$ cat config.mk
export PLATFORM = sky130hd
export DESIGN_NAME = inst_queue
export DESIGN_NICKNAME = d
export VERILOG_FILES = /design/src/rtl/iq_pkg.sv /design/src/rtl/iq_checker.sv /design/src/rtl/iq_storage.sv /design/src/rtl/inst_queue.sv
export SDC_FILE = /design/constraint.sdc
export NUM_CORES = 2
export LEC_CHECK = 0
export BUFFER_PORTS_ARGS = -buffer_cell sky130_fd_sc_hd__buf_4
export CORE_ASPECT_RATIO = 1.25
export CORE_MARGIN = 2
export CORE_UTILIZATION = 40
export CTS_CLUSTER_DIAMETER = 150
export CTS_CLUSTER_SIZE = 30
export DETAILED_ROUTE_END_ITERATION = 6
export GPL_ROUTABILITY_DRIVEN = 0
export SKIP_CTS_REPAIR_TIMING = 1
export SYNTH_ARGS = -nofsm -noshare
export SYNTH_HDL_FRONTEND = slang
export SYNTH_HIERARCHICAL = 1
export SYNTH_SLANG_ARGS = --single-unit
export TNS_END_PERCENT = 30
$ cat constraint.sdc
create_clock -name clk -period 26.8 [get_ports clk]
set_input_delay 6.7 -clock clk [delete_from_list [all_inputs] [get_ports clk]]
set_output_delay 6.7 -clock clk [all_outputs]
set_load 0.05 [all_outputs]
$ cat src/rtl/iq_pkg.sv
// Shared types, default geometry and small helpers for the fetch-to-decode instruction queue.
package iq_pkg;

   typedef struct packed {
      logic [31:0] pc;
      logic [31:0] inst;
   } iq_entry_t;

   localparam int IQ_DEPTH  = 16;
   localparam int IQ_DATA_W = $bits(iq_entry_t);
   localparam int IQ_PTR_W  = $clog2(IQ_DEPTH);
   localparam int IQ_CNT_W  = $clog2(IQ_DEPTH + 1);

   function automatic logic [31:0] sat_min(input logic [31:0] a, input logic [31:0] b);
      return (a < b) ? a : b;
   endfunction

endpackage

$ cat src/rtl/iq_checker.sv
// Protocol checks on the fetch side of the instruction queue.
module iq_checker #(
   parameter int IN_WIDTH = 2
) (
   input  logic                          clk,
   input  logic                          reset,
   input  logic                          fs_to_valid,
   input  logic [$clog2(IN_WIDTH+1)-1:0] fs_in_count
);
   localparam int IN_CW = $clog2(IN_WIDTH + 1);

   // A beat never claims more slots than the fetch bus carries.
   a_in_count_legal: assert property (@(posedge clk) disable iff (!reset)
      fs_to_valid |-> (fs_in_count <= IN_CW'(IN_WIDTH)));

endmodule

$ cat src/rtl/iq_storage.sv
// Entry array for the instruction queue: IN_WIDTH modulo-addressed write ports, OUT_WIDTH read ports.
module iq_storage
   import iq_pkg::*;
#(
   parameter int DEPTH     = IQ_DEPTH,
   parameter int IN_WIDTH  = 2,
   parameter int OUT_WIDTH = 2,
   parameter int DATA_W    = IQ_DATA_W
) (
   input  logic                          clk,
   input  logic                          wr_en,
   input  logic [$clog2(DEPTH)-1:0]      wr_base,
   input  logic [$clog2(IN_WIDTH+1)-1:0] wr_count,
   input  logic [IN_WIDTH*DATA_W-1:0]    wr_bus,
   input  logic [$clog2(DEPTH)-1:0]      rd_base,
   output logic [OUT_WIDTH*DATA_W-1:0]   rd_bus
);
   localparam int PTR_W = $clog2(DEPTH);
   localparam int IN_CW = $clog2(IN_WIDTH + 1);

   logic [DATA_W-1:0] mem_r [DEPTH];

   // Contents are deliberately left unreset; occupancy alone decides what is live.
   always_ff @(posedge clk) begin
      for (int j = 0; j < IN_WIDTH; j++) begin
         if (wr_en && (IN_CW'(j) < wr_count)) begin
            mem_r[wr_base + PTR_W'(j)] <= wr_bus[j*DATA_W +: DATA_W];
         end
      end
   end

   for (genvar k = 0; k < OUT_WIDTH; k++) begin : g_rd
      assign rd_bus[k*DATA_W +: DATA_W] = mem_r[rd_base + PTR_W'(k)];
   end

endmodule

$ cat src/rtl/inst_queue.sv
// Fetch-to-decode instruction queue with allowin/to_valid handshakes and flush.
// Optional same-cycle bypass of fetch slots into empty output slots: define IQ_BYPASS_EN.
module inst_queue
   import iq_pkg::*;
#(
   parameter int DEPTH     = IQ_DEPTH,
   parameter int IN_WIDTH  = 2,
   parameter int OUT_WIDTH = 2,
   parameter int DATA_W    = IQ_DATA_W
) (
   input  logic                           clk,
   input  logic                           reset,
   input  logic                           flush,
   input  logic                           fs_to_valid,
   input  logic [$clog2(IN_WIDTH+1)-1:0]  fs_in_count,
   input  logic [IN_WIDTH*DATA_W-1:0]     fs_to_iq_bus,
   output logic                           iq_allowin,
   input  logic                           ds_allowin,
   input  logic [$clog2(OUT_WIDTH+1)-1:0] ds_pop_count,
   output logic                           iq_to_valid,
   output logic [OUT_WIDTH-1:0]           iq_out_valid,
   output logic [OUT_WIDTH*DATA_W-1:0]    iq_to_ds_bus,
   output logic [$clog2(DEPTH+1)-1:0]     iq_count
);
   localparam int PTR_W = $clog2(DEPTH);
   localparam int CNT_W = $clog2(DEPTH + 1);
   localparam int IN_CW = $clog2(IN_WIDTH + 1);

   logic [PTR_W-1:0]            head_r, tail_r;
   logic [CNT_W-1:0]            count_r;
   logic                        push_s, wr_en_s;
   logic [CNT_W-1:0]            push_n_s, avail_s, pop_n_s, skip_s;
   logic [PTR_W-1:0]            wr_base_s;
   logic [IN_CW-1:0]            wr_count_s;
   logic [IN_WIDTH*DATA_W-1:0]  wr_bus_s;
   logic [OUT_WIDTH*DATA_W-1:0] rd_bus_s;
   logic [OUT_WIDTH-1:0]        out_valid_s;
   logic [OUT_WIDTH*DATA_W-1:0] out_bus_s;

   // Only registered occupancy feeds allowin, so decode never reaches fetch combinationally.
   assign iq_allowin = (CNT_W'(DEPTH) - count_r) >= CNT_W'(IN_WIDTH);

   // Push/pop amounts; skip_s counts bypassed fetch slots consumed before reaching storage.
   always_comb begin
      push_s     = fs_to_valid && iq_allowin && (fs_in_count != '0);
      push_n_s   = push_s ? CNT_W'(fs_in_count) : '0;
`ifdef IQ_BYPASS_EN
      avail_s    = (count_r < CNT_W'(OUT_WIDTH)) ? count_r + push_n_s : count_r;
`else
      avail_s    = count_r;
`endif
      pop_n_s    = ds_allowin ? CNT_W'(sat_min(32'(ds_pop_count), 32'(avail_s))) : '0;
      skip_s     = (pop_n_s > count_r) ? pop_n_s - count_r : '0;
      wr_en_s    = push_s && !flush && (push_n_s > skip_s);
      wr_base_s  = tail_r + PTR_W'(skip_s);
      wr_count_s = IN_CW'(push_n_s - skip_s);
      wr_bus_s   = fs_to_iq_bus >> (32'(skip_s) * DATA_W);
   end

   // Output view: stored entries first, then (with bypass) incoming fetch slots.
   always_comb begin
      out_valid_s = '0;
      out_bus_s   = '0;
      for (int k = 0; k < OUT_WIDTH; k++) begin
         out_valid_s[k] = CNT_W'(k) < avail_s;
         if (CNT_W'(k) < count_r) begin
            out_bus_s[k*DATA_W +: DATA_W] = rd_bus_s[k*DATA_W +: DATA_W];
         end else if (out_valid_s[k]) begin
            out_bus_s[k*DATA_W +: DATA_W] = DATA_W'(fs_to_iq_bus >> ((k - int'(count_r)) * DATA_W));
         end else begin
            out_bus_s[k*DATA_W +: DATA_W] = '0;
         end
      end
   end

   // Pointer and occupancy state; flush discards any push or pop in the same cycle.
   always_ff @(posedge clk or negedge reset) begin
      if (!reset) begin
         head_r  <= '0;
         tail_r  <= '0;
         count_r <= '0;
      end else if (flush) begin
         head_r  <= '0;
         tail_r  <= '0;
         count_r <= '0;
      end else begin
         head_r  <= head_r + PTR_W'(pop_n_s);
         tail_r  <= tail_r + PTR_W'(push_n_s);
         count_r <= count_r + push_n_s - pop_n_s;
      end
   end

   assign iq_out_valid = out_valid_s;
   assign iq_to_valid  = |out_valid_s;
   assign iq_to_ds_bus = out_bus_s;
   assign iq_count     = count_r;

   iq_storage #(
      .DEPTH     (DEPTH),
      .IN_WIDTH  (IN_WIDTH),
      .OUT_WIDTH (OUT_WIDTH),
      .DATA_W    (DATA_W)
   ) u_storage (
      .clk      (clk),
      .wr_en    (wr_en_s),
      .wr_base  (wr_base_s),
      .wr_count (wr_count_s),
      .wr_bus   (wr_bus_s),
      .rd_base  (head_r),
      .rd_bus   (rd_bus_s)
   );

   iq_checker #(
      .IN_WIDTH (IN_WIDTH)
   ) u_checker (
      .clk         (clk),
      .reset       (reset),
      .fs_to_valid (fs_to_valid),
      .fs_in_count (fs_in_count)
   );

endmodule

After elaboration in Yosys (flattened, before gate mapping)
Memory sizes are Yosys's and may differ from the RTL's.
Cells that the tools add are included.
Operators by class
  add/subtract/negate cells: 10
  multiply operators: 0
  divide/modulo/power cells: 0
  $lt $le $gt $ge: 8
  equal/unequal tests: 0
  shift-type cells: 1
  muxes and demuxes: 13
  bitwise operators: 0
  reductions and logical operators: 9
Operators with widths (count)
  two-way mux 64 bit: 2
  >> shifter 128 x 11 -> 128 bit: 1
  two-way mux 5 bit: 4
  less-than comparator 1 x 5 -> 1 bit (first input constant): 2
  subtractor 5 bit: 2
  adder 4 x 1 -> 4 bit (second input constant): 2
  adder 4 bit: 2
  two-way mux 4 bit: 2
  logical AND 1 bit: 6
  adder 5 x 2 -> 5 bit: 1
  >= comparator 5 x 2 -> 1 bit (second input constant): 1
  > comparator 2 x 5 -> 1 bit: 1
  > comparator 5 bit: 1
  less-than comparator 2 x 5 -> 1 bit: 1
  subtractor 5 bit (first input constant): 1
  adder 4 x 2 -> 4 bit: 1
  less-than comparator 1 x 2 -> 1 bit (first input constant): 2
  two-way mux 1 bit: 4
  two-way mux 2 bit: 1
  nonzero test 2 bit: 1
  OR reduction 2 bit: 1
  subtractor 2 bit: 1
  zero test 1 bit: 1
Storage, ports and cells
  register bits: 13
  bits in latches: 0
  memory bits (writable): 1024
  ROM bits: 0
  bits of input ports: 137
  memories kept: 1
Memories
  u_storage.mem_r: words 16, width 64, rd ports 2, clocked after memory_dff 0, write ports 2, line iq_storage.sv:21  | logic [DATA_W-1:0] mem_r [DEPTH];

Logic depth before layout (Yosys ltp)
  depth in word-level cells: 10
  gate-level depth with buffers: 24
  mapped depth without buffers: 20

Hierarchy
Netlist, hierarchy kept.
Modules (own cells, without submodules)
  iq_storage: instances 1, cells an instance 3568, area an instance 59117.9 µm², seq. area each 30749.5 µm²
  inst_queue: instances 1, cells an instance 588, area an instance 4312.9 µm², seq. area each 325.3 µm²

Worst setup path before layout
OpenSTA, ideal clock, no wires.
  path kind: input -> register
  start point: input ds_pop_count[1]
  end point: memory u_storage/mem_r[12][0] (netlist bit) (enable)
  data arrival time: 15.423 ns
  path slack: 10.792 ns
  cell stages on the path: 19
  path through: ha_1 -> o21ai_0 -> a2111oi_2 -> mux2i_1 -> nor2b_1 -> ha_1 -> nor2b_4 -> o2111a_2 -> o21ai_1 -> clkbuf_1 -> nor2_1 -> ha_1 -> a21o_1 -> a21oi_1 -> xor2_1 -> xnor2_1 -> clkbuf_1 -> nand3_1 -> o32ai_1
RTL lines
  start: declaration: line inst_queue.sv:19  | input logic [$clog2(OUT_WIDTH+1)-1:0] ds_pop_count,
  end: declaration: line iq_storage.sv:21

==> summary.md <==
| Metric | Value |
|---|---|
| Hold depth | 2 |
| Final instance area | 0.0682 sq mm |
| DR pass1 iterations | 7 |
| Kind of critical path | primary input to register |
| Fmax | 70.3 MHz |
| Final setup skew | 0.0208 ns |
| Register share of total power | 0.289 |
| Fraction of registers with async set/reset | 0.0125 |
| Area of the multi-input gates | 0.0305 sq mm |
| Final Slew Violations | 0 |
| Distinct cells, synth | 63 |
| Worst-Skew Late Latency | 0.67 ns |
| CTS tree | built |
| Worst Reg-to-Reg Cells | 21 |
| CTS Root Cell | clkbuf_16 |
| Post-route DRC | 0 |
| Routing usage on met2 | 0.448 |
| Number of max-cap violations | 0 |
| First-pass GRT wire length | 307000 um |
| Die H | 449 um |
| Initial antenna violation count | 5 |
| DR vias/cell | 6.52 |
| Largest net degree at the start of global routing | 131 |
| Via Count | 40400 |
| Area after DPL | 0.0671 sq mm |
| Hold Fails Final Rpt | 0 |
| Min cycle time layout | 14.23 ns |
| Top-Level Pins | 274 |
| Nets | 4286 |
| H-tree depth | 2 |
| Initial DRC count | 3999 |
| Gr usage total | 0.261 |
| # setup viols final | 0 |
| Post-layout util | 0.433 |
| Outcome | complete, no violations |
| Reg area | 0.0311 sq mm |
| Clock power frac | 0.107 |
| Switch share | 0.434 |
| Fraction of layout cells with a size suffix above 1 | 0.485 |
| IO buf count | 273 |
| Post-synth EDFFs | 1024 |
| Final hold slack | 0.578 ns |
| Cts bufs inserted | 40 |
| Worst VDD drop | 103 uV |
| Placeable Area | 0.158 sq mm |
| Final ANT Viol Nets | 0 |
| Area delta synth->final | 7.59% |
| Initial core utilization | 0.402 |
| GRT overflow | 0 |
| Post-Syn Instances | 4156 |
| Worst-path fanout max | 48 |
| Post-DP HPWL | 124000 um |
| Worst slew margin | 0.0817 |
| Least-Margin Pin Slew | 1.38 ns |
| Worst-path clk slew | 0.12 ns |
| Clock sinks | 1037 |
| Register area share after synthesis | 0.490 |
| Yosys warnings | 6 |
| WL final | 216000 um |
| Unrepaired setup endpoints after global routing | no |
| Pwr per Cell Area | 110 mW/mm^2 |
| Routed WL per cell | 34.8 um |
| Met3 Use GR | 0.0374 |
| Comb power frac | 0.605 |
| Static Leak | 22.5 nW |
| GRT busiest layer | met2 |
| Critical Path Source Type | primary input |
| Switching pwr | 0.00327 W |
| Final Cycle Share | 0.531 |
| Die X | 360 um |
| Setup crit end kind | register |
| Setup_tns | 0 ns |
| Internal power | 0.00426 W |
| Avg Inst Size Synth | 15.3 sq um |
| CTS Buffer Depth | 3 |
| # fillers | 14200 |
| Critical path arrival | 14.65 ns |
| Die footprint | 0.162 sq mm |
| Hold Path Class | register to register |
| Vias in the first global route | 41300 |
| Num rows | 163 |
| Met1 Use GR | 0.336 |
| Post-synthesis cell area | 0.0634 sq mm |
| Synthesized flop and latch total | 1037 |
| Req. time, crit path | 27.22 ns |
| Ys flop type | edfxtp_1 |
==> area by class of cell <==
type,instances,share of cell area
Antenna cell,2,0.0000733
Clock buffer,48,0.0156
Clock inverter,3,0.000495
Inverter,18,0.000990
Multi-Input combinational cell,2640,0.447
Sequential cell,1037,0.455
Tap cell,2062,0.0378
Timing Repair Buffer,380,0.0425
==> sequential cells by signal, summed over array words and instances (netlist names) <==
signal and cells:
u_storage/mem_r 1024, iq_count 5, head_r 4, tail_r 4
==> final timing paths <==
kind	slack [ns]	from	endpoint
worst max-delay path	12.57	ds_pop_count[1]	u_storage/mem_r[8][13]
worst min-delay path	0.58	tail_r[3]	tail_r[3]
worst max register to register	17.99	iq_count[1]	u_storage/mem_r[8][13]
worst min register to register	0.58	tail_r[3]	tail_r[3]
max in group asynchronous	20.75	reset	head_r[1]
min in group asynchronous	5.86	reset	iq_count[3]
==> worst max-delay path, stage by stage <==
cell       delay, ns
buf_4           0.12
ha_1            0.26
o21ai_0         0.10
a2111oi_2       0.51
mux2i_1         0.15
nor2b_1         0.34
ha_1            0.32
nor2b_4         0.15
o2111a_2        0.30
o21ai_4         0.16
buf_4           0.44
nor2_1          0.18
inv_1           0.10
ha_1            0.26
a21oi_1         0.13
o21ai_0         0.10
nor4b_1         0.94
nand4_1         0.91
nor2_4          0.95
buf_4           1.04
mux2_2          0.42
==> layout by cell type (no fill, tap or decap), drive strengths merged, types with 4 or more instances in the layout <==
cell and n:
edfxtp 1024, mux2 1024, mux4 512, buf 380, nand2 270, and2 196
o21ai 140, a22oi 129, a21oi 76, nand4 67, mux2i 65, clkbuf 48
nor2 27, ha 26, inv 20, nor2b 16, dfrtp 13, nand2b 11
nor3 9, xnor2 8, nand3 6, fa 6, conb 6, o22ai 6
xor2 5, a21o 4, nor3b 4
==> cells in the mapped netlist, types with 2 or more instances <==
master,count,share of area
buf_4,8,0.00095
clkbuf_1,258,0.015
dfrtp_1,13,0.0051
o21ai_0,139,0.011
conb_1,2,0.00012
a21o_1,4,0.00047
edfxtp_1,1024,0.48
a41o_1,2,0.00032
nand2b_1,11,0.0011
a22oi_1,129,0.015
o21a_1,3,0.00036
xnor2_1,8,0.0011
fa_1,6,0.0019
a21oi_2,30,0.0041
mux2i_1,65,0.010
a21oi_1,45,0.0036
nor3_1,8,0.00063
ha_1,26,0.0051
and2_1,196,0.019
mux2_4,64,0.015
mux4_2,512,0.18
o22ai_1,6,0.00059
mux2_1,49,0.0087
mux2_2,911,0.16
nand2_1,269,0.016
nand3_1,6,0.00047
nor2b_1,15,0.0015
o211ai_2,2,0.00039
buf_2,152,0.012
inv_1,18,0.0011
buf_1,25,0.0015
nor2_1,18,0.0011
nor2_2,9,0.00089
nand4_1,67,0.0066
xor2_1,5,0.00069
buf_6,16,0.0028
buf_12,6,0.0019
nor3b_1,4,0.00047
==> logic make-up after synthesis <==
group / share of synthesized area
flops: 0.490
other cells: 0.000118
simple gates: 0.0496
compound gates: 0.0385
fa+ha+maj: 0.00702
xor+xnor: 0.00180
buf+inv: 0.0355
mux: 0.378
==> per-stage QoR <==
| step | setup WS, ns | total power, W | instances |
|---|---|---|---|
| after CTS | 12.64 | 0.00754 | 6188 |
| after global routing | 12.21 | 0.00786 | 6188 |
| after floorplan | 10.79 | 0.00547 | 4160 |
| final | 12.57 | 0.00753 | 6190 |
| after detailed placement | 11.95 | 0.00674 | 6137 |
| after global placement | 11.86 | 0.00669 | 6137 |
==> power groups by stage <==
| stage | combinational, W | sequential [W] | clock [W] |
|---|---|---|---|
| final | 0.00455 | 0.00217 | 0.000802 |
| after global routing | 0.00482 | 0.00218 | 0.000863 |
| after CTS | 0.00455 | 0.00217 | 0.000816 |
| after detailed placement | 0.00453 | 0.00221 | 0 |
| after global placement | 0.00449 | 0.00221 | 0 |
| after floorplan | 0.00327 | 0.00221 | 0 |
==> metal layers <==
layer,vias up,share of wire
met1,21700,0.39
met5,-,0.000060
met4,2,0.040
met2,1861,0.50
met3,367,0.074
li1,16400,-
Power figures use the tool's default switching activity.
